`src/rtl/ctrlport_if.sv`:
```
// Control-port bundle: request fields from master to slave, response fields back.
interface ctrlport_if;
  logic        req_wr;
  logic        req_rd;
  logic [19:0] req_addr;
  logic [9:0]  req_portid;
  logic [31:0] req_data;
  logic [3:0]  req_byte_en;
  logic        req_has_time;
  logic [63:0] req_time;
  logic        resp_ack;
  logic [1:0]  resp_status;
  logic [31:0] resp_data;

  modport master (
    output req_wr, req_rd, req_addr, req_portid, req_data, req_byte_en, req_has_time, req_time,
    input  resp_ack, resp_status, resp_data
  );
  modport slave (
    input  req_wr, req_rd, req_addr, req_portid, req_data, req_byte_en, req_has_time, req_time,
    output resp_ack, resp_status, resp_data
  );
endinterface

```
`src/rtl/ctrlport_if_resp_timeout.sv`:
```
// Inline responder guard: forwards one ctrlport request at a time and synthesizes
// a CMDERR ack when the downstream target stays silent for TIMEOUT cycles.
module ctrlport_if_resp_timeout #(
  parameter int TIMEOUT = 1024,
  parameter int CNT_W   = 16
) (
  input  logic             ctrlport_clk,
  input  logic             ctrlport_rst,
  ctrlport_if.slave        s_ctrlport,
  ctrlport_if.master       m_ctrlport,
  output logic             busy,
  output logic [CNT_W-1:0] timeout_count,
  output logic             req_dropped
);
  localparam int WAIT_W = $clog2(TIMEOUT + 1);
  localparam logic [WAIT_W-1:0] TIMEOUT_V = WAIT_W'(TIMEOUT);
  localparam logic [1:0] ST_CMDERR = 2'b01;

  typedef enum logic [0:0] {ST_IDLE = 1'b0, ST_WAIT = 1'b1} state_t;

  state_t            state_r, state_next_s;
  logic [WAIT_W-1:0] wait_cnt_r, wait_cnt_next_s;
  logic              req_s, ack_hit_s, timeout_hit_s;
  logic              resp_ack_r;
  logic [1:0]        resp_status_r;
  logic [31:0]       resp_data_r;

  assign req_s = s_ctrlport.req_wr | s_ctrlport.req_rd;

  // State and wait-counter register
  always_ff @(posedge ctrlport_clk or posedge ctrlport_rst) begin
    if (ctrlport_rst) begin
      state_r    <= ST_IDLE;
      wait_cnt_r <= '0;
    end else begin
      state_r    <= state_next_s;
      wait_cnt_r <= wait_cnt_next_s;
    end
  end

  // Next-state logic; the counter holds k during the k-th WAIT cycle
  always_comb begin
    state_next_s    = state_r;
    wait_cnt_next_s = wait_cnt_r;
    case (state_r)
      ST_IDLE: begin
        if (req_s) begin
          state_next_s    = ST_WAIT;
          wait_cnt_next_s = WAIT_W'(1);
        end else begin
          wait_cnt_next_s = '0;
        end
      end
      ST_WAIT: begin
        if (m_ctrlport.resp_ack || (wait_cnt_r == TIMEOUT_V)) begin
          state_next_s    = ST_IDLE;
          wait_cnt_next_s = '0;
        end else begin
          wait_cnt_next_s = wait_cnt_r + WAIT_W'(1);
        end
      end
      default: begin
        state_next_s    = ST_IDLE;
        wait_cnt_next_s = '0;
      end
    endcase
  end

  // Output decode; a real ack on the last WAIT cycle beats the timeout
  always_comb begin
    ack_hit_s     = 1'b0;
    timeout_hit_s = 1'b0;
    case (state_r)
      ST_IDLE: begin
        ack_hit_s     = 1'b0;
        timeout_hit_s = 1'b0;
      end
      ST_WAIT: begin
        ack_hit_s     = m_ctrlport.resp_ack;
        timeout_hit_s = !m_ctrlport.resp_ack && (wait_cnt_r == TIMEOUT_V);
      end
      default: begin
        ack_hit_s     = 1'b0;
        timeout_hit_s = 1'b0;
      end
    endcase
  end

  assign m_ctrlport.req_wr       = (state_r == ST_IDLE) ? s_ctrlport.req_wr : 1'b0;
  assign m_ctrlport.req_rd       = (state_r == ST_IDLE) ? s_ctrlport.req_rd : 1'b0;
  assign m_ctrlport.req_addr     = s_ctrlport.req_addr;
  assign m_ctrlport.req_portid   = s_ctrlport.req_portid;
  assign m_ctrlport.req_data     = s_ctrlport.req_data;
  assign m_ctrlport.req_byte_en  = s_ctrlport.req_byte_en;
  assign m_ctrlport.req_has_time = s_ctrlport.req_has_time;
  assign m_ctrlport.req_time     = s_ctrlport.req_time;

  // Registered upstream response; fields are zero whenever ack is low
  always_ff @(posedge ctrlport_clk or posedge ctrlport_rst) begin
    if (ctrlport_rst) begin
      resp_ack_r    <= 1'b0;
      resp_status_r <= 2'b00;
      resp_data_r   <= 32'h0000_0000;
    end else if (ack_hit_s) begin
      resp_ack_r    <= 1'b1;
      resp_status_r <= m_ctrlport.resp_status;
      resp_data_r   <= m_ctrlport.resp_data;
    end else if (timeout_hit_s) begin
      resp_ack_r    <= 1'b1;
      resp_status_r <= ST_CMDERR;
      resp_data_r   <= 32'h0000_0000;
    end else begin
      resp_ack_r    <= 1'b0;
      resp_status_r <= 2'b00;
      resp_data_r   <= 32'h0000_0000;
    end
  end

  // Saturating timeout counter and sticky dropped-request flag
  always_ff @(posedge ctrlport_clk or posedge ctrlport_rst) begin
    if (ctrlport_rst) begin
      timeout_count <= '0;
      req_dropped   <= 1'b0;
    end else begin
      if (timeout_hit_s && (timeout_count != {CNT_W{1'b1}})) begin
        timeout_count <= timeout_count + CNT_W'(1);
      end else begin
        timeout_count <= timeout_count;
      end
      if ((state_r == ST_WAIT) && req_s) begin
        req_dropped <= 1'b1;
      end else begin
        req_dropped <= req_dropped;
      end
    end
  end

  assign s_ctrlport.resp_ack    = resp_ack_r;
  assign s_ctrlport.resp_status = resp_status_r;
  assign s_ctrlport.resp_data   = resp_data_r;
  assign busy                   = (state_r == ST_WAIT);
endmodule

```
`src/flat_wrapper.sv`:
```
// flat-port wrapper written by rule: the top's interface ports become plain ports
module ctrlport_if_resp_timeout_flat 
#(
  parameter int TIMEOUT = 1024,
  parameter int CNT_W   = 16
)
  (ctrlport_clk, ctrlport_rst, busy, timeout_count, req_dropped, s_ctrlport_req_wr, s_ctrlport_req_rd, s_ctrlport_req_addr, s_ctrlport_req_portid, s_ctrlport_req_data, s_ctrlport_req_byte_en, s_ctrlport_req_has_time, s_ctrlport_req_time, s_ctrlport_resp_ack, s_ctrlport_resp_status, s_ctrlport_resp_data, m_ctrlport_req_wr, m_ctrlport_req_rd, m_ctrlport_req_addr, m_ctrlport_req_portid, m_ctrlport_req_data, m_ctrlport_req_byte_en, m_ctrlport_req_has_time, m_ctrlport_req_time, m_ctrlport_resp_ack, m_ctrlport_resp_status, m_ctrlport_resp_data);
  ctrlport_if s_ctrlport_i ();
  ctrlport_if m_ctrlport_i ();
  input  logic ctrlport_clk;
  input  logic ctrlport_rst;
  output logic busy;
  output logic [CNT_W-1:0] timeout_count;
  output logic req_dropped;
  input wire logic [$bits(s_ctrlport_i.req_wr)-1:0] s_ctrlport_req_wr;
  input wire logic [$bits(s_ctrlport_i.req_rd)-1:0] s_ctrlport_req_rd;
  input wire logic [$bits(s_ctrlport_i.req_addr)-1:0] s_ctrlport_req_addr;
  input wire logic [$bits(s_ctrlport_i.req_portid)-1:0] s_ctrlport_req_portid;
  input wire logic [$bits(s_ctrlport_i.req_data)-1:0] s_ctrlport_req_data;
  input wire logic [$bits(s_ctrlport_i.req_byte_en)-1:0] s_ctrlport_req_byte_en;
  input wire logic [$bits(s_ctrlport_i.req_has_time)-1:0] s_ctrlport_req_has_time;
  input wire logic [$bits(s_ctrlport_i.req_time)-1:0] s_ctrlport_req_time;
  output wire logic [$bits(s_ctrlport_i.resp_ack)-1:0] s_ctrlport_resp_ack;
  output wire logic [$bits(s_ctrlport_i.resp_status)-1:0] s_ctrlport_resp_status;
  output wire logic [$bits(s_ctrlport_i.resp_data)-1:0] s_ctrlport_resp_data;
  output wire logic [$bits(m_ctrlport_i.req_wr)-1:0] m_ctrlport_req_wr;
  output wire logic [$bits(m_ctrlport_i.req_rd)-1:0] m_ctrlport_req_rd;
  output wire logic [$bits(m_ctrlport_i.req_addr)-1:0] m_ctrlport_req_addr;
  output wire logic [$bits(m_ctrlport_i.req_portid)-1:0] m_ctrlport_req_portid;
  output wire logic [$bits(m_ctrlport_i.req_data)-1:0] m_ctrlport_req_data;
  output wire logic [$bits(m_ctrlport_i.req_byte_en)-1:0] m_ctrlport_req_byte_en;
  output wire logic [$bits(m_ctrlport_i.req_has_time)-1:0] m_ctrlport_req_has_time;
  output wire logic [$bits(m_ctrlport_i.req_time)-1:0] m_ctrlport_req_time;
  input wire logic [$bits(m_ctrlport_i.resp_ack)-1:0] m_ctrlport_resp_ack;
  input wire logic [$bits(m_ctrlport_i.resp_status)-1:0] m_ctrlport_resp_status;
  input wire logic [$bits(m_ctrlport_i.resp_data)-1:0] m_ctrlport_resp_data;
  assign s_ctrlport_i.req_wr = s_ctrlport_req_wr;
  assign s_ctrlport_i.req_rd = s_ctrlport_req_rd;
  assign s_ctrlport_i.req_addr = s_ctrlport_req_addr;
  assign s_ctrlport_i.req_portid = s_ctrlport_req_portid;
  assign s_ctrlport_i.req_data = s_ctrlport_req_data;
  assign s_ctrlport_i.req_byte_en = s_ctrlport_req_byte_en;
  assign s_ctrlport_i.req_has_time = s_ctrlport_req_has_time;
  assign s_ctrlport_i.req_time = s_ctrlport_req_time;
  assign s_ctrlport_resp_ack = s_ctrlport_i.resp_ack;
  assign s_ctrlport_resp_status = s_ctrlport_i.resp_status;
  assign s_ctrlport_resp_data = s_ctrlport_i.resp_data;
  assign m_ctrlport_req_wr = m_ctrlport_i.req_wr;
  assign m_ctrlport_req_rd = m_ctrlport_i.req_rd;
  assign m_ctrlport_req_addr = m_ctrlport_i.req_addr;
  assign m_ctrlport_req_portid = m_ctrlport_i.req_portid;
  assign m_ctrlport_req_data = m_ctrlport_i.req_data;
  assign m_ctrlport_req_byte_en = m_ctrlport_i.req_byte_en;
  assign m_ctrlport_req_has_time = m_ctrlport_i.req_has_time;
  assign m_ctrlport_req_time = m_ctrlport_i.req_time;
  assign m_ctrlport_i.resp_ack = m_ctrlport_resp_ack;
  assign m_ctrlport_i.resp_status = m_ctrlport_resp_status;
  assign m_ctrlport_i.resp_data = m_ctrlport_resp_data;
  ctrlport_if_resp_timeout #(.TIMEOUT(TIMEOUT), .CNT_W(CNT_W)) u_core (.ctrlport_clk(ctrlport_clk), .ctrlport_rst(ctrlport_rst), .s_ctrlport(s_ctrlport_i), .m_ctrlport(m_ctrlport_i), .busy(busy), .timeout_count(timeout_count), .req_dropped(req_dropped));
endmodule
```
`config.mk`:
```
export PLATFORM = sky130hd
export DESIGN_NAME = ctrlport_if_resp_timeout_flat
export DESIGN_NICKNAME = d
export VERILOG_FILES = /design/src/rtl/ctrlport_if.sv /design/src/rtl/ctrlport_if_resp_timeout.sv /design/src/flat_wrapper.sv
export SDC_FILE = /design/constraint.sdc
export NUM_CORES = 1
export LEC_CHECK = 0
export CORE_AREA = 8 8 131 133
export DETAILED_ROUTE_END_ITERATION = 8
export DIE_AREA = 0 0 139 141
export PLACE_DENSITY = 0.7
export SYNTH_ARGS = -nofsm -noshare
export SYNTH_HDL_FRONTEND = slang
export SYNTH_SLANG_ARGS = --single-unit
```
`constraint.sdc`:
```
create_clock -name ctrlport_clk -period 3.5 [get_ports ctrlport_clk]
set_clock_uncertainty 0.15 [all_clocks]
set_input_delay 0.7 -clock ctrlport_clk [delete_from_list [all_inputs] [get_ports ctrlport_clk]]
set_output_delay 0.7 -clock ctrlport_clk [all_outputs]
set_load 0.02 [all_outputs]
```
==> reports/qor.txt, run 1 <==
status: completed
Hold Buf Count CTS: 0
# clock sinks: 64
DIE AREA: 19600 um2
final hold vios: 0
Gate Count Post-Synth: 339
DRT Pass-1 Iters: 4
R2R Setup Slk: 0.81 ns
element type at the critical path end: output port
relative slew slack: 35.43%
Detail Route met2 WL: 5692 um
DR vias: 2087
DRT met1 WL: 2856 um
Final Instance Area: 3975 um2
end point of the critical path: m_ctrlport_req_wr
Worst Max-Slew Pin Slew: 0.9685 ns
Critical Path Source Type: flop
HP Start: u_core.timeout_count[11]$_DFFE_PP0P_
largest net degree at the start of global routing: 41
sequential share of the synthesized area: 45.89%
global-route wire length before repair: 16330 um
RD Place Congestion: 0.7728
Max clock buf depth: 2
chip height: 141 um
leak pwr: 1.770 nW
latest clock arrival within the worst-skew pair: 0.32 ns
met3 wire len: 2741 um
Seq cells post-synth: 64
# port buffers: 93
RR Endpoint: u_core.timeout_count[1]$_DFFE_PP0P_
CP arrival: 2.09 ns
antenna violations before repair: 0
syn nets: 512
DRT Wirelength: 11650 um
fin nets: 478
Num CTS Buffers: 9
post-CTS setup buffers: 0
Final Critical Period: 2.942 ns
most frequent cells in the layout: clkdlybuf4s50_1 (93), dfrtp_1 (64), and3_1 (38), nor2_1 (18), xnor2_1 (17)
reg2reg start: u_core.busy$_DFF_PP0_
DR iter-0 viols: 111
vias in the first global route: 2166
YS warnings: 0
Cell Area, Placed: 3665 um2
DR vias/cell: 4.208
PostCTS Resize Cnt: 0
Starting Density: 23.30%
share of cells above drive strength 1: 7.143%
number of max-cap violations: 0
Core Region: 14980 um2
synthesized area per cell: 10.29 um2
PwrDens: 524.8 nW/um2
unique cell type count in the Yosys netlist: 29
H-tree depth: 3
drt drc: 0
# diodes: 0
CTS tree: yes
crit share post-route: 84.05%
GRT Overall Usage: 11.51%
Layout area overhead: 13.91%
VDD IR max: 0.0002789 V
Final Total Pwr: 2.086 mW
setup TNS after final layout: 0 ns
Final setup viols: 0
I/O pin count: 356
WL per Instance: 23.49 um
commonest non-fill, non-tap cell in the layout: clkdlybuf4s50_1
top sig layer: met4
Crit Path Max Fanout: 40
Pins Over Slew Limit: 0
Mapped Area: 3490 um2
root buffer cell: clkbuf_16
WS Path Type: reg2out
RSZ-0062 raised after global routing: false
CTS clk-pin slew, worst paths: 0.05 ns
Die Wd: 139 um
Worst Path Required: 2.65 ns
Cell Rows: 45
CP Launch Point: u_core.busy$_DFF_PP0_
Post-DP HPWL: 9926 um
hold crit path type: reg2reg
Max Fclk: 0.3399 GHz
R2R cell count: 4
gr ovfl total: 0
Routed Antenna Nets: 0
per-stage QoR:
stage / setup WS (ns) / utilization, % / cells / hold WS [ns]
2_1_floorplan: 1.052 / - / 339 / 0.3514
3_3_place_gp: 0.5641 / 24.47 / 482 / 0.3365
3_5_place_dp: 0.5732 / 24.47 / 482 / 0.3381
4_1_cts: 0.5090 / 26.54 / 496 / 0.3455
5_1_grt: 0.3191 / 26.54 / 496 / 0.3676
6_report: 0.5583 / 26.54 / 496 / 0.3393
area by class of cell:
cell class,count,area [um2]
inverter,5,18.77
clock buffer,11,242.7
clock inverter,3,67.56
multi-input combinational,130,850.8
fill,1535,11000
tap,188,235.2
sequential,64,1602
timing repair buffer,95,958.4
flip-flops by register name, summed over array words and instances, names as in the netlist:
name                           cells
u_core.busy                        1
u_core.wait_cnt_r                 11
u_core.s_ctrlport.resp_status      2
u_core.req_dropped                 1
u_core.s_ctrlport.resp_data       32
u_core.timeout_count              16
u_core.s_ctrlport.resp_ack         1
synthesized netlist by cell type:
| cell | instances | share of area (%) |
|---|---|---|
| a21o_2 | 1 | 0.25 |
| a31o_1 | 1 | 0.25 |
| and3_1 | 38 | 6.8 |
| buf_2 | 1 | 0.14 |
| buf_4 | 131 | 28 |
| clkbuf_1 | 8 | 0.86 |
| dfrtp_1 | 64 | 46 |
| ha_1 | 3 | 1.1 |
| inv_1 | 5 | 0.54 |
| mux2_1 | 1 | 0.32 |
| nand2_1 | 9 | 0.97 |
| nand2b_1 | 2 | 0.36 |
| nand3_1 | 10 | 1.4 |
| nand4_1 | 7 | 1.3 |
| nor2_1 | 18 | 1.9 |
| nor2b_1 | 2 | 0.36 |
| nor3_1 | 2 | 0.29 |
| nor4_4 | 1 | 0.61 |
| o21a_1 | 1 | 0.22 |
| o21ai_0 | 2 | 0.29 |
| o21ai_2 | 1 | 0.25 |
| or2_2 | 1 | 0.18 |
| or2_4 | 1 | 0.25 |
| or3_1 | 2 | 0.36 |
| or4_1 | 1 | 0.22 |
| or4b_1 | 1 | 0.29 |
| or4b_4 | 1 | 0.39 |
| xnor2_1 | 17 | 4.3 |
| xor2_1 | 7 | 1.8 |
worst max-delay path, stage by stage (launching register included):
cell,delay (ns)
dfrtp_1,0.98
nor2b_1,0.16
clkdlybuf4s50_1,0.63
where the power goes:
group          switching, mW  leakage (nW)  internal [mW]
sequential            0.0528         0.862          0.793
combinational          0.154         0.759          0.163
clock                  0.290         0.148          0.634
total                  0.497          1.77           1.59
worst min path at each step:
stage,slack [ns],end,cells after the start
detailed placement,0.34,u_core.timeout_count[11]$_DFFE_PP0P_,1
global placement,0.34,u_core.timeout_count[14]$_DFFE_PP0P_,1
CTS,0.35,u_core.timeout_count[11]$_DFFE_PP0P_,1
global route,0.37,u_core.timeout_count[14]$_DFFE_PP0P_,1
finish,0.34,u_core.timeout_count[11]$_DFFE_PP0P_,1
floorplan,0.35,u_core.wait_cnt_r[10]$_DFF_PP0_,2
per-layer routing:
metal | vias up | global-route usage [%]
met5 | - | 1.047
met4 | 0 | 5.604
met3 | 33 | 12.32
met2 | 213 | 18.84
met1 | 944 | 8.155
li1 | 897 | -
logic make-up after synthesis:
family,count (synthesis),share of synthesized area [%]
fa+ha+maj,3,1.076
mux,1,0.3227
buf+inv,145,29.72
simple gates,96,15.70
compound gates,6,1.255
xor+xnor,24,6.024
flops,64,45.89
Power figures use the tool's default switching activity.
==> run 2: changes to the inputs <==
CORE_AREA = 8 8 134 136   (was 8 8 131 133)
DIE_AREA = 0 0 142 144   (was 0 0 139 141)
clock period = 2.7 ns   (was 3.5 ns; I/O delays follow)
==> run 2 against run 1 <==
Compared with the run above: global-route usage down 2.1 points; critical endpoint unchanged; largest power group unchanged; wire length fell by 16%; worst hold slack worse by 0.012 ns; combinational power increased by 42%; count of clock-buffer cells in the layout decreased by 1; critical path depth increased by 1; clock power rose by 27%.
==> reports/qor.txt, run 2 (synthesis gave the netlist of run 1 again) <==
status: completed (unchanged)
critical path's top delay family: buffers and inverters (was flip-flops)
relative slew slack: 60.07% (was 35.43%)
Post-DP HPWL: 8023 um (was 9926 um)
Layout area overhead: 15.38% (was 13.91%)
DRT Wirelength: 9798 um (was 11650 um)
Die Wd: 142 um (was 139 um)
Worst Path Required: 2.01 ns (was 2.65 ns)
commonest non-fill, non-tap cell in the layout: clkdlybuf4s50_1 (unchanged)
global-route wire length before repair: 14190 um (was 16330 um)
CTS tree: yes (unchanged)
CP cell instances: clkdlybuf4s50_1 > nor2b_1 > clkdlybuf4s50_1 (was nor2b_1 > clkdlybuf4s50_1)
VDD IR max: 0.0002281 V (was 0.0002789 V)
DR vias/cell: 3.853 (was 4.208)
Starting Density: 21.74% (was 23.30%)
max reg flops: 32 (unchanged)
PostCTS Resize Cnt: 0 (unchanged)
drt drc: 0 (unchanged)
Final setup viols: 0 (unchanged)
H-tree depth: 3 (unchanged)
crit share post-route: 93.35%
PwrDens: 667.4 nW/um2 (was 524.8 nW/um2)
I/O pin count: 356 (unchanged)
Cell Rows: 47 (was 45)
most frequent cells in the layout: clkdlybuf4s50_1 (93), dfrtp_1 (64), and3_1 (38), nor2_1 (18), xnor2_1 (17) (unchanged)
CP bufs+invs: 2 (was 1)
Routed Antenna Nets: 0 (unchanged)
DR vias: 2050 (was 2087)
Crit-path slowest cell: clkdlybuf4s50_1 (was dfrtp_1)
dpl cells: 516 (was 482)
vias in the first global route: 2215 (was 2166)
CTS clk-pin slew, worst paths: 0.06 ns (was 0.05 ns)
gr ovfl total: 0 (unchanged)
hold crit path type: reg2reg (unchanged)
WL per Instance: 18.42 um (was 23.49 um)
Max Fclk: 0.3968 GHz
DIE AREA: 20450 um2 (was 19600 um2)
Worst path most repeated cell: clkdlybuf4s50_1
Core Region: 16050 um2 (was 14980 um2)
DRT Pass-1 Iters: 4 (unchanged)
leak pwr: 1.776 nW (was 1.770 nW)
RD Place Congestion: 0.7299 (was 0.7728)
Num CTS Buffers: 9 (unchanged)
final hold vios: 0 (unchanged)
Max clock buf depth: 2 (unchanged)
Hold Buf Count CTS: 0 (unchanged)
Worst Max-Slew Pin Slew: 0.5944 ns (was 0.9685 ns)
Crit Path Max Fanout: 2 (was 40)
Cell Area, Placed: 3720 um2 (was 3665 um2)
Final Instance Area: 4026 um2 (was 3975 um2)
DR iter-0 viols: 97 (was 111)
post-CTS setup buffers: 0 (unchanged)
Critical Path Source Type: input pin (was flop)
share of cells above drive strength 1: 8.654% (was 7.143%)
largest net degree at the start of global routing: 65 (was 41)
root buffer cell: clkbuf_16 (unchanged)
fin nets: 480 (was 478)
Pins Over Slew Limit: 0 (unchanged)
WS Path Type: in2out (was reg2out)
# clock sinks: 64 (unchanged)
GRT Overall Usage: 9.441% (was 11.51%)
number of max-cap violations: 0 (unchanged)
chip height: 144 um (was 141 um)
element type at the critical path end: output port (unchanged)
# port buffers: 93 (unchanged)
antenna violations before repair: 0 (unchanged)
RSZ-0062 raised after global routing: false (unchanged)
# diodes: 0 (unchanged)
Final Critical Period: 2.520 ns
Critical Path Max Stage Delay: 0.64 ns (was 0.98 ns)
latest clock arrival within the worst-skew pair: 0.32 ns (about the same)
Non-Filler Instances: 532 (was 496)
setup TNS after final layout: 0 ns (unchanged)
CP arrival: 1.83 ns (was 2.09 ns)
[run 2: final timing paths]
path	start	to	slack (ns)	depth (start not counted)
max reg2reg	u_core.wait_cnt_r[0]$_DFF_PP0_	u_core.timeout_count[1]$_DFFE_PP0P_	0.27	6
max in group asynchronous	ctrlport_rst	u_core.wait_cnt_r[7]$_DFF_PP0_	1.66	3
max	s_ctrlport_req_wr	m_ctrlport_req_wr	0.18	3
min reg2reg	u_core.req_dropped$_DFFE_PP0P_	u_core.req_dropped$_DFFE_PP0P_	0.33	1
min	u_core.req_dropped$_DFFE_PP0P_	u_core.req_dropped$_DFFE_PP0P_	0.33	1
min in group asynchronous	ctrlport_rst	u_core.timeout_count[0]$_DFFE_PP0P_	0.45	3
[run 2: layer usage]
layer  track usage [%]  up-vias  part of all wire, %
li1                  -      905                    -
met1             7.063      943                   28
met2             16.31      146                   51
met3             6.999       56                   17
met4             6.953        0                  5.1
met5                 0        -                    0
[run 2: cell type report]
class,count,area (um2)
Multi-Input combinational cell,130,850.8
Inverter,5,18.77
Fill cell,1675,12030
Clock buffer,10,239.0
Tap cell,220,275.3
Clock inverter,6,67.56
Timing Repair Buffer,97,973.4
Sequential cell,64,1602
[run 2: through the flow]
stage          worst slack, ns  power (mW)  hold WS, ns  utilization (%)
2_1_floorplan           0.4119       1.580       0.3514                -
3_3_place_gp            0.1449       1.532       0.3031            23.17
3_5_place_dp           0.09160       1.544       0.3116            23.17
4_1_cts                 0.1691       2.732       0.3277            25.08
5_1_grt                0.08580       2.815       0.3362            25.08
6_report                0.1796       2.687       0.3272            25.08
[run 2: where the power goes]
group / switching, mW / leakage, nW / internal [mW]
Combinational: 0.229 / 0.769 / 0.222
Clock: 0.428 / 0.145 / 0.742
Sequential: 0.0394 / 0.862 / 1.03
==> run 3: changes to the inputs <==
SLEW_MARGIN = 15   (was not set)
==> results of run 3 <==
Same layout as run 2: the final DEF is identical, and so are final timing and power.
